`src/rtl/cordic_issue.sv`:
```
// Issue stage in front of the pipelined CORDIC rotator: folds the phase into
// [-pi/2, pi/2), converts it to Q2.30 radians and tracks results by tag.
module cordic_issue #(
  parameter int unsigned BIT_WIDTH  = 8,
  parameter int unsigned CORDIC_LAT = 16,
  parameter int unsigned TAG_W      = 4,
  parameter int unsigned CREDITS    = 4
) (
  input  logic                        clk,
  input  logic                        rst,
  input  logic                        in_valid,
  output logic                        in_ready,
  input  logic signed [BIT_WIDTH-1:0] in_x,
  input  logic signed [BIT_WIDTH-1:0] in_y,
  input  logic        [31:0]          in_phase,
  input  logic        [TAG_W-1:0]     in_tag,
  output logic signed [BIT_WIDTH-1:0] cordic_x,
  output logic signed [BIT_WIDTH-1:0] cordic_y,
  output logic signed [31:0]          cordic_angle,
  output logic                        res_valid,
  output logic        [TAG_W-1:0]     res_tag,
  input  logic                        slot_free,
  output logic                        busy
);

  localparam int unsigned CW = $clog2(CREDITS + 1);
  localparam logic [CW-1:0] CREDITS_MAX = CW'(CREDITS);
  localparam logic signed [63:0] HALF_PI_Q30 = 64'sd1686629713;
  localparam logic signed [63:0] ROUND_Q30   = 64'sd536870912;
  localparam logic signed [BIT_WIDTH-1:0] SMIN = {1'b1, {(BIT_WIDTH-1){1'b0}}};
  localparam logic signed [BIT_WIDTH-1:0] SMAX = {1'b0, {(BIT_WIDTH-1){1'b1}}};

  function automatic logic signed [BIT_WIDTH-1:0] sat_neg(input logic signed [BIT_WIDTH-1:0] v);
    if (v == SMIN) return SMAX;
    return -v;
  endfunction

  logic [CW-1:0]                credits_q, credits_d;
  logic                         acc;
  logic                         flip;
  logic                         s1_v_q;
  logic        [TAG_W-1:0]      s1_tag_q;
  logic signed [BIT_WIDTH-1:0]  s1_x_q, s1_x_d, s1_y_q, s1_y_d;
  logic signed [31:0]           s1_r_q, s1_r_d;
  logic                         s2_v_q;
  logic        [TAG_W-1:0]      s2_tag_q;
  logic signed [BIT_WIDTH-1:0]  cx_q, cy_q;
  logic signed [31:0]           ca_q, ca_d;
  logic signed [63:0]           prod;
  logic        [CORDIC_LAT-1:0] dl_v_q;
  logic        [TAG_W-1:0]      dl_tag_q [CORDIC_LAT];
  logic                         busy_q, busy_d;

  assign in_ready     = !rst && (credits_q != '0);
  assign cordic_x     = cx_q;
  assign cordic_y     = cy_q;
  assign cordic_angle = ca_q;
  assign res_valid    = dl_v_q[CORDIC_LAT-1];
  assign res_tag      = dl_tag_q[CORDIC_LAT-1];
  assign busy         = busy_q;

  // Credit accounting, phase fold and radian conversion
  always_comb begin
    acc       = in_valid && in_ready;
    credits_d = credits_q;
    if (acc && !slot_free)
      credits_d = credits_q - CW'(1);
    else if (!acc && slot_free && (credits_q != CREDITS_MAX))
      credits_d = credits_q + CW'(1);

    // Quadrants 1 and 2 are rotated by pi so the residual stays within +-pi/2
    flip   = in_phase[31] ^ in_phase[30];
    s1_x_d = flip ? sat_neg(in_x) : in_x;
    s1_y_d = flip ? sat_neg(in_y) : in_y;
    s1_r_d = {in_phase[31] ^ flip, in_phase[30:0]};

    prod   = 64'(s1_r_q) * HALF_PI_Q30 + ROUND_Q30;
    ca_d   = 32'(prod >>> 30);

    busy_d = acc | s1_v_q | s2_v_q | (|dl_v_q[CORDIC_LAT-2:0]);
  end

  always_ff @(posedge clk or posedge rst) begin
    if (rst) begin
      credits_q <= CREDITS_MAX;
      s1_v_q    <= 1'b0;
      s1_tag_q  <= '0;
      s1_x_q    <= '0;
      s1_y_q    <= '0;
      s1_r_q    <= '0;
      s2_v_q    <= 1'b0;
      s2_tag_q  <= '0;
      cx_q      <= '0;
      cy_q      <= '0;
      ca_q      <= '0;
      dl_v_q    <= '0;
      busy_q    <= 1'b0;
      for (int i = 0; i < int'(CORDIC_LAT); i++) dl_tag_q[i] <= '0;
    end else begin
      credits_q <= credits_d;
      busy_q    <= busy_d;
      s1_v_q    <= acc;
      if (acc) begin
        s1_tag_q <= in_tag;
        s1_x_q   <= s1_x_d;
        s1_y_q   <= s1_y_d;
        s1_r_q   <= s1_r_d;
      end
      s2_v_q   <= s1_v_q;
      s2_tag_q <= s1_tag_q;
      if (s1_v_q) begin
        cx_q <= s1_x_q;
        cy_q <= s1_y_q;
        ca_q <= ca_d;
      end
      // Valid/tag line mirrors the rotator latency from the moment its inputs change
      dl_v_q      <= {dl_v_q[CORDIC_LAT-2:0], s2_v_q};
      dl_tag_q[0] <= s2_tag_q;
      for (int i = 1; i < int'(CORDIC_LAT); i++) dl_tag_q[i] <= dl_tag_q[i-1];
    end
  end

endmodule

```
`config.mk`:
```
export PLATFORM = sky130hd
export DESIGN_NAME = cordic_issue
export DESIGN_NICKNAME = d
export VERILOG_FILES = /design/src/rtl/cordic_issue.sv
export SDC_FILE = /design/constraint.sdc
export NUM_CORES = 1
export LEC_CHECK = 0
export BUFFER_PORTS_ARGS = -buffer_cell sky130_fd_sc_hd__clkbuf_2
export CORE_UTILIZATION = 47
export DETAILED_ROUTE_END_ITERATION = 8
export MAX_ROUTING_LAYER = met4
export PLACE_DENSITY = 0.63
export SETUP_SLACK_MARGIN = 0.05
export SLEW_MARGIN = 10
export SYNTH_ARGS = -nofsm -noshare
export SYNTH_HDL_FRONTEND = slang
export SYNTH_SLANG_ARGS = --single-unit
```
`constraint.sdc`:
```
create_clock -name clk -period 9.45 [get_ports clk]
set_input_delay 0.4725 -clock clk [delete_from_list [all_inputs] [get_ports clk]]
set_output_delay 0.4725 -clock clk [all_outputs]
set_load 0.02 [all_outputs]
```
# --- After elaboration in Yosys (flattened, before gate mapping) ---
# Cells that the tools add are included.
word_totals:
  elab_cells: 64
  reg_bits: 190
  out_inout_bits: 55
  inputBits: 56
op_classes:
  addsub: 5
  reduce_logical: 11
  bitwise_logic: 5
  mul: 1
  n_eq_ne: 3
  n_mux: 10
op_table:
  columns: ["cell", "n"]
  rows:
  - ["$add A62 B31 Y62 const B", 1]
  - ["$mul A32 B32 Y62 const B", 1]
  - ["$mux W8", 6]
  - ["$eq A8 B8 Y1 const B", 2]
  - ["$neg A8 Y8", 2]
  - ["$reduce_or A15 Y1", 1]
  - ["$mux W3", 2]
  - ["$logic_and A1 B1 Y1", 5]
  - ["$add A3 B1 Y3 const B", 1]
  - ["$logic_not A1 Y1", 3]
  - ["$ne A3 B3 Y1 const B", 1]
  - ["$or A1 B1 Y1", 3]
  - ["$reduce_bool A3 Y1", 1]
  - ["$sub A3 B1 Y3 const B", 1]
  - ["$mux W1", 2]
  - ["$reduce_bool A2 Y1", 1]
  - ["$xor A1 B1 Y1", 2]

# --- Logic depth before layout (Yosys ltp) ---
# Gate-level depths: netlist of the first run.
logic_depth:
  word_depth: 8
  mapped_depth: 27
  ltp_nobuf: 27

# --- Least setup slack after synthesis of the first run ---
# OpenSTA, ideal clock, no wires.
synth_path:
  kind: "reg2reg"
  from: "reg s1_r_q[31]"
  to: "reg ca_q[30] (netlist: cordic_angle[30])"
  required_ps: 9364
  setup_time_ps: 86
  period_less_slack_ps: 7741
  stages_incl_launch_ff: 25
  arrival_time_ps: 7655
  n_path_buf: 1
  slack_ps: 1709
  cell_sequence: "dfrtp_1 buf_1 inv_2 fa_1 fa_1 inv_1 fa_1 ha_1 fa_1 inv_1 fa_1 fa_1 inv_1 ha_1 ha_1 a21o_1 a21o_1 a21o_1 a21oi_1 o21ai_0 a311o_1 a21oi_1 o21ai_1 o2111a_1 nor3_1"
synth_between:
  elab_chain_cells: 2
synth_lines:
  columns: ["item", "line", "text"]
  rows:
  - ["start: declaration", "44", "logic signed [31:0] s1_r_q, s1_r_d;"]
  - ["start signal: assignment", "107", "s1_r_q <= s1_r_d;"]
  - ["$mul A32 B32 Y62", "77", "prod = 64'(s1_r_q) * HALF_PI_Q30 + ROUND_Q30;"]
  - ["$add A62 B31 Y62", "77", null]
  - ["end signal: assignment", "95", "ca_q <= '0;"]
  - ["end signal: assignment", "114", "ca_q <= ca_d;"]
  - ["end: declaration", "48", "logic signed [31:0] ca_q, ca_d;"]
# No other way between the ends.
# A chain may end at the register's enable or synchronous reset.

# --- Worst setup path after layout of the first run ---
layout_path:
  from: "reg s1_r_q[11]"
  to: "reg ca_q[27] (netlist: cordic_angle[27])"
# Same word-level chain as after synthesis.

==> impl_metrics.env, run 1 <==
export IMPL_status="complete, no violations"
export IMPL_crit_fanout=11
export IMPL_nets=3192
export IMPL_htree_num_levels=4
export IMPL_synth_warnings=0
export IMPL_num_vias=15400
export IMPL_port_buffers=110
export IMPL_drtAntennaViolNets=0
export IMPL_area_growth_pct=8.18
export IMPL_rrSetupSlack_ns=1.55
export IMPL_ys_ff_latch=190
export IMPL_setup_ws_ns=1.55
export IMPL_clk_path_buf_depth=2
export IMPL_synthMuxAreaShare_pct=1.92
export IMPL_routed_wirelength_um=59300
export IMPL_cts_sink_count=190
export IMPL_post_cts_buffers=0
export IMPL_syn_area_mm2=0.0240
export IMPL_synth_edf_count=0
export IMPL_synth_distinct_cells=61
export IMPL_via_per_inst=5.08
export IMPL_final_common_cell="inv_1"
export IMPL_antenna_cells=0
export IMPL_synth_top_family_by_area="adder cells"
export IMPL_hold_path_class="in2async"
export IMPL_cts_buffers=17
export IMPL_finClkSkew_ns=0.0323
export IMPL_ys_flop_type="dfrtp_1"
export IMPL_startpoint_type="flip-flop"
export IMPL_synth_simple_area_share_pct=4.68
export IMPL_drive_above_1_share_pct=8.66
export IMPL_setup_viol=0
export IMPL_holdBufCountCts=0
export IMPL_clock_fmax_ghz=0.127
export IMPL_fp_coreArea_mm2=0.0503
export IMPL_finalCriticalPeriod_ns=7.90
export IMPL_syn_num_nets=3089
export IMPL_first_iter_violations=744
export IMPL_rsz0062_at_grt="false"
export IMPL_slew_viol_final=0
export IMPL_synthAdderAreaFrac_pct=54.8
export IMPL_synthCells=2241
export IMPL_die_w_um=228
export IMPL_cts_tree="done"
export IMPL_wl_per_cell_um=19.6
export IMPL_dp_hpwl_um=51200
export IMPL_worstMarginPinSlew_ns=0.978
export IMPL_die_area_mm2=0.0519
export IMPL_dr_pass1_iters=5
export IMPL_grt_pass1_wl_um=98000
export IMPL_cp_data_required_time_ns=9.82
export IMPL_setup_tns_final_ns=0
export IMPL_antenna_found_initial=0
export IMPL_path_class="reg2reg"
export IMPL_synth_xor_area_share_pct=2.16
export IMPL_slew_headroom_pct=34.6
export IMPL_grt_overflow=0
export IMPL_drv_cap=0
export IMPL_grt_pass1_vias=17600
export IMPL_cts_root_buf="clkbuf_16"
export IMPL_grt_max_degree=124
export IMPL_synthArstFlopShare_pct=100
export IMPL_routabilityCongestion=1.00
export IMPL_initial_utilization_pct=47.7
export IMPL_endpoint_kind="flip-flop"
export IMPL_insertion_delay_ns=0.51
export IMPL_fin_crit_sh_pct=83.6
export IMPL_cp_arrival_ns=8.28
export IMPL_drc=0
export IMPL_holdWs_ns=0.170
export IMPL_ys_seq_area_share_pct=19.8
export IMPL_syn_area_per_cell_um2=10.7
export IMPL_fp_row_count=82
export IMPL_ctsResizeCount=0
export IMPL_final_hold_viol_count=0
export IMPL_synth_compound_area_share_pct=5.78
export IMPL_die_y_um=228
export IMPL_dp_slack_ns=1.53
export IMPL_final_cell_mix="inv_1, fa_1, ha_1"
export IMPL_grt_usage_pct=25.7
export IMPL_ioPinCount=111
export IMPL_clkTransAtPathRegs_ns=0.08
## cell families (layout without fill, tap and decap cells)
kind of cell	Yosys count	after routing
DFF	190	190
adders and majority gates	792	792
muxes	41	41
and+or+nand+nor	245	245
AOI/OAI and AO/OA	225	225
buffers and inverters	689	805
xor gates and xnor gates	59	59
## routing by layer
metal	vias up	routed length, um	global-route usage (%)	part of all wire, %
li1	7074	-	-	-
met1	7935	24600	31.2	42
met2	287	30900	44.5	52
met3	77	2020	3.15	3.4
met4	0	1750	8.13	2.9
met5	-	0	-	0
## per-stage QoR
| step | instance area [um2] | instances | utilization [%] |
|---|---|---|---|
| global route | 25900 | 3029 | 51.6 |
| finish | 25900 | 3029 | 51.6 |
| floorplan | 24000 | 2241 | - |
| CTS | 25900 | 3029 | 51.6 |
| global placement | 25300 | 2997 | 50.3 |
| detailed placement | 25300 | 2997 | 50.3 |
## cells in the mapped netlist, types with 14 or more instances
master | n | area share [%]
a21o_1 | 24 | 0.75
a21oi_1 | 71 | 1.5
clkbuf_1 | 24 | 0.38
dfrtp_1 | 189 | 20
fa_1 | 428 | 36
ha_1 | 364 | 19
inv_1 | 656 | 10
mux2_2 | 39 | 1.8
nand2_1 | 103 | 1.6
nand3_1 | 14 | 0.29
nor2_1 | 59 | 0.92
nor3_1 | 17 | 0.36
o21ai_0 | 60 | 1.3
xnor2_1 | 43 | 1.6
xor2_1 | 16 | 0.58
## state kept, by name, summed over array words and instances, names as in the netlist
register / cells
res_tag: 4
s1_tag_q: 4
cordic_y: 8
dl_tag_q: 60
busy: 1
dl_v_q: 16
s1_v_q: 1
s1_x_q: 8
s1_r_q: 32
s1_y_q: 8
s2_tag_q: 4
credits_q: 3
cordic_x: 8
s2_v_q: 1
cordic_angle: 32
## layout make-up
type | instances | area, um2
sequential | 190 | 4760
clock inverter | 15 | 228
tap | 672 | 841
fill | 4595 | 24300
inverter | 658 | 2480
multi-input combinational | 1362 | 16600
timing repair buffer | 115 | 588
clock buffer | 17 | 425
## critical path: stages (launching register included)
cell and delay (ns):
dfrtp_1 0.84, inv_1 0.32, fa_1 0.56, inv_1 0.05
fa_1 0.50, inv_1 0.05, fa_1 0.47, inv_1 0.04
ha_1 0.31, fa_1 0.56, fa_1 0.44, fa_1 0.50
inv_1 0.05, fa_1 0.50, inv_1 0.05, ha_1 0.36
nand3_2 0.14, nor4_2 0.34, nand3_1 0.13, a21oi_2 0.25
o21bai_1 0.15, a21oi_2 0.20, a31oi_1 0.25, o31ai_1 0.36
xor2_1 0.11, mux2_2 0.28
## path summary, 6_finish.rpt
path	startpoint	end	depth (start not counted)
setup / recovery	s1_r_q[11]	cordic_angle[27]	25
hold / removal	rst	cordic_angle[14]	2
setup reg to reg	s1_r_q[11]	cordic_angle[27]	25
hold reg to reg	dl_tag_q[30]	dl_tag_q[26]	0
max in group asynchronous	rst	s1_v_q	3
min in group clk	in_phase[27]	s1_r_q[27]	3
Power of run 1 is left out: the tool's default activity adds up to more than one toggle a clock period on the data nets, which glitch-free logic cannot reach.
==> run 2: changes to the inputs <==
- PLACE_DENSITY: 0.63 -> 0.65
- clock period: 9.45 -> 6.7 ns (I/O delays scaled with it)
==> impl_metrics.env, run 2 (synthesis results as in run 1) <==
export IMPL_status="finished with violations"
export IMPL_violations="setup timing"
export IMPL_setup_tns_final_ns=-3.88
export IMPL_port_buffers=110
export IMPL_grt_usage_pct=26.4
export IMPL_cts_root_buf="clkbuf_16"
export IMPL_num_vias=16400
export IMPL_use_met2_pct=46.3
export IMPL_nets=3436
export IMPL_htree_num_levels=4
export IMPL_cts_tree="done"
export IMPL_routed_wirelength_um=62000
export IMPL_hold_depth=3
export IMPL_cp_data_required_time_ns=7.07
export IMPL_grt_pass1_wl_um=101000
export IMPL_met3_usage_pct=2.34
export IMPL_die_area_mm2=0.0519
export IMPL_rr_endpoint="cordic_angle[29]"
export IMPL_grt_pass1_vias=18800
export IMPL_cp_arrival_ns=7.40
export IMPL_grt_max_degree=92
export IMPL_path_class="reg2reg"
export IMPL_grt_overflow=0
export IMPL_drv_cap=0
export IMPL_gr_usage_met1_pct=31.9
export IMPL_crit_fanout=4
export IMPL_routabilityCongestion=0.954
export IMPL_drtAntennaViolNets=0
export IMPL_largest_register_ffs=60
export IMPL_endpoint_kind="flip-flop"
export IMPL_holdWs_ns=0.0497
export IMPL_clk_path_buf_depth=2
export IMPL_antenna_found_initial=0
export IMPL_final_cell_mix="inv_1, fa_1, ha_1"
export IMPL_initial_utilization_pct=47.7
export IMPL_cts_buffers=17
export IMPL_r2r_cells=29
export IMPL_dp_hpwl_um=53500
export IMPL_fp_coreArea_mm2=0.0503
export IMPL_ioPinCount=111
export IMPL_cp_endpoint="cordic_angle[29]"
export IMPL_crit_slowest_cell="fa_1"
export IMPL_finClkSkew_ns=0.0301
export IMPL_top_register="dl_tag_q"
export IMPL_rrSetupSlack_ns=-0.33
export IMPL_dr_pass1_iters=5
export IMPL_final_common_cell="inv_1"
export IMPL_cts_sink_count=190
export IMPL_hold_path_class="in2reg"
export IMPL_crit_path_start="s1_r_q[12]"
export IMPL_clock_fmax_ghz=0.142
export IMPL_globalRoute_busiestLayer="met2"
export IMPL_die_w_um=228
export IMPL_slew_headroom_pct=39.1
export IMPL_clkTransAtPathRegs_ns=0.09
export IMPL_setup_viol=24
export IMPL_fp_row_count=82
export IMPL_wl_per_cell_um=18.9
export IMPL_insertion_delay_ns=0.49
export IMPL_die_y_um=228
export IMPL_worstMarginPinSlew_ns=0.910
export IMPL_slew_viol_final=0
export IMPL_first_iter_violations=734
export IMPL_crit_top_cell="fa_1"
export IMPL_area_growth_pct=20.2
export IMPL_drc=0
export IMPL_crit_path_max_incr_delay_ns=0.56
export IMPL_drive_above_1_share_pct=23.4
export IMPL_setup_ws_ns=-0.332
export IMPL_via_per_inst=5.00
export IMPL_rsz0062_at_grt="true"
export IMPL_r2r_start="s1_r_q[12]"
export IMPL_final_hold_viol_count=0
export IMPL_fin_crit_sh_pct=105
export IMPL_finalCriticalPeriod_ns=7.03
export IMPL_startpoint_type="flip-flop"
[run 2: timing repair]
item,CTS,global route
endpoints found under the hold margin,88,0
resized for setup,81,105
setup endpoints to repair,25,30
setup buffers,8,19
pin swaps,25,59
hold buffers,1,0
[run 2: how the worst min path moves through the flow]
stage	start	endpoint
global route	in_tag[0]	s1_tag_q[0]
global placement	dl_tag_q[4]	res_tag[0]
floorplan	dl_tag_q[14]	dl_tag_q[10]
detailed placement	dl_tag_q[33]	dl_tag_q[29]
CTS	in_phase[19]	s1_r_q[19]
finish	in_tag[0]	s1_tag_q[0]
[run 2: cell type report]
cell class                      instances  area, um2
Antenna cell                            1       2.50
Clock buffer                           18        439
Clock inverter                         14        180
Fill cell                            4385      21500
Inverter                              658       2500
Multi-Input combinational cell       1362      17600
Sequential cell                       190       4780
Tap cell                              672        841
Timing Repair Buffer                  359       2510
[run 2: routing by layer]
layer / up-vias / wire [um]
met5: - / 0
met4: 0 / 2030
met3: 93 / 1410
met2: 263 / 32700
met1: 8436 / 25800
li1: 7573 / -
[run 2: metrics by stage]
| stage | area (um2) | util, % | cells | worst slack (ns) |
|---|---|---|---|---|
| 6_report | 28800 | 57.3 | 3274 | -0.332 |
| 5_1_grt | 28800 | 57.3 | 3273 | -0.576 |
| 4_1_cts | 28200 | 56.1 | 3255 | -0.244 |
| 3_5_place_dp | 27100 | 53.9 | 3215 | -0.375 |
| 3_3_place_gp | 27100 | 53.9 | 3215 | -0.312 |
| 2_1_floorplan | 24100 | - | 2241 | -0.00459 |
[run 2: worst max-delay path, delay by kind of cell (launching register included)]
family                   cells  cell delay, ns
adder cells (fa/ha/maj)      9            4.00
buffers and inverters       10            0.88
AND/OR/NAND/NOR              5            0.69
AO/OA/AOI/OAI                4            0.68
flip-flops                   1            0.39
multiplexers                 1            0.30
Power of run 2 is left out for the same reason.
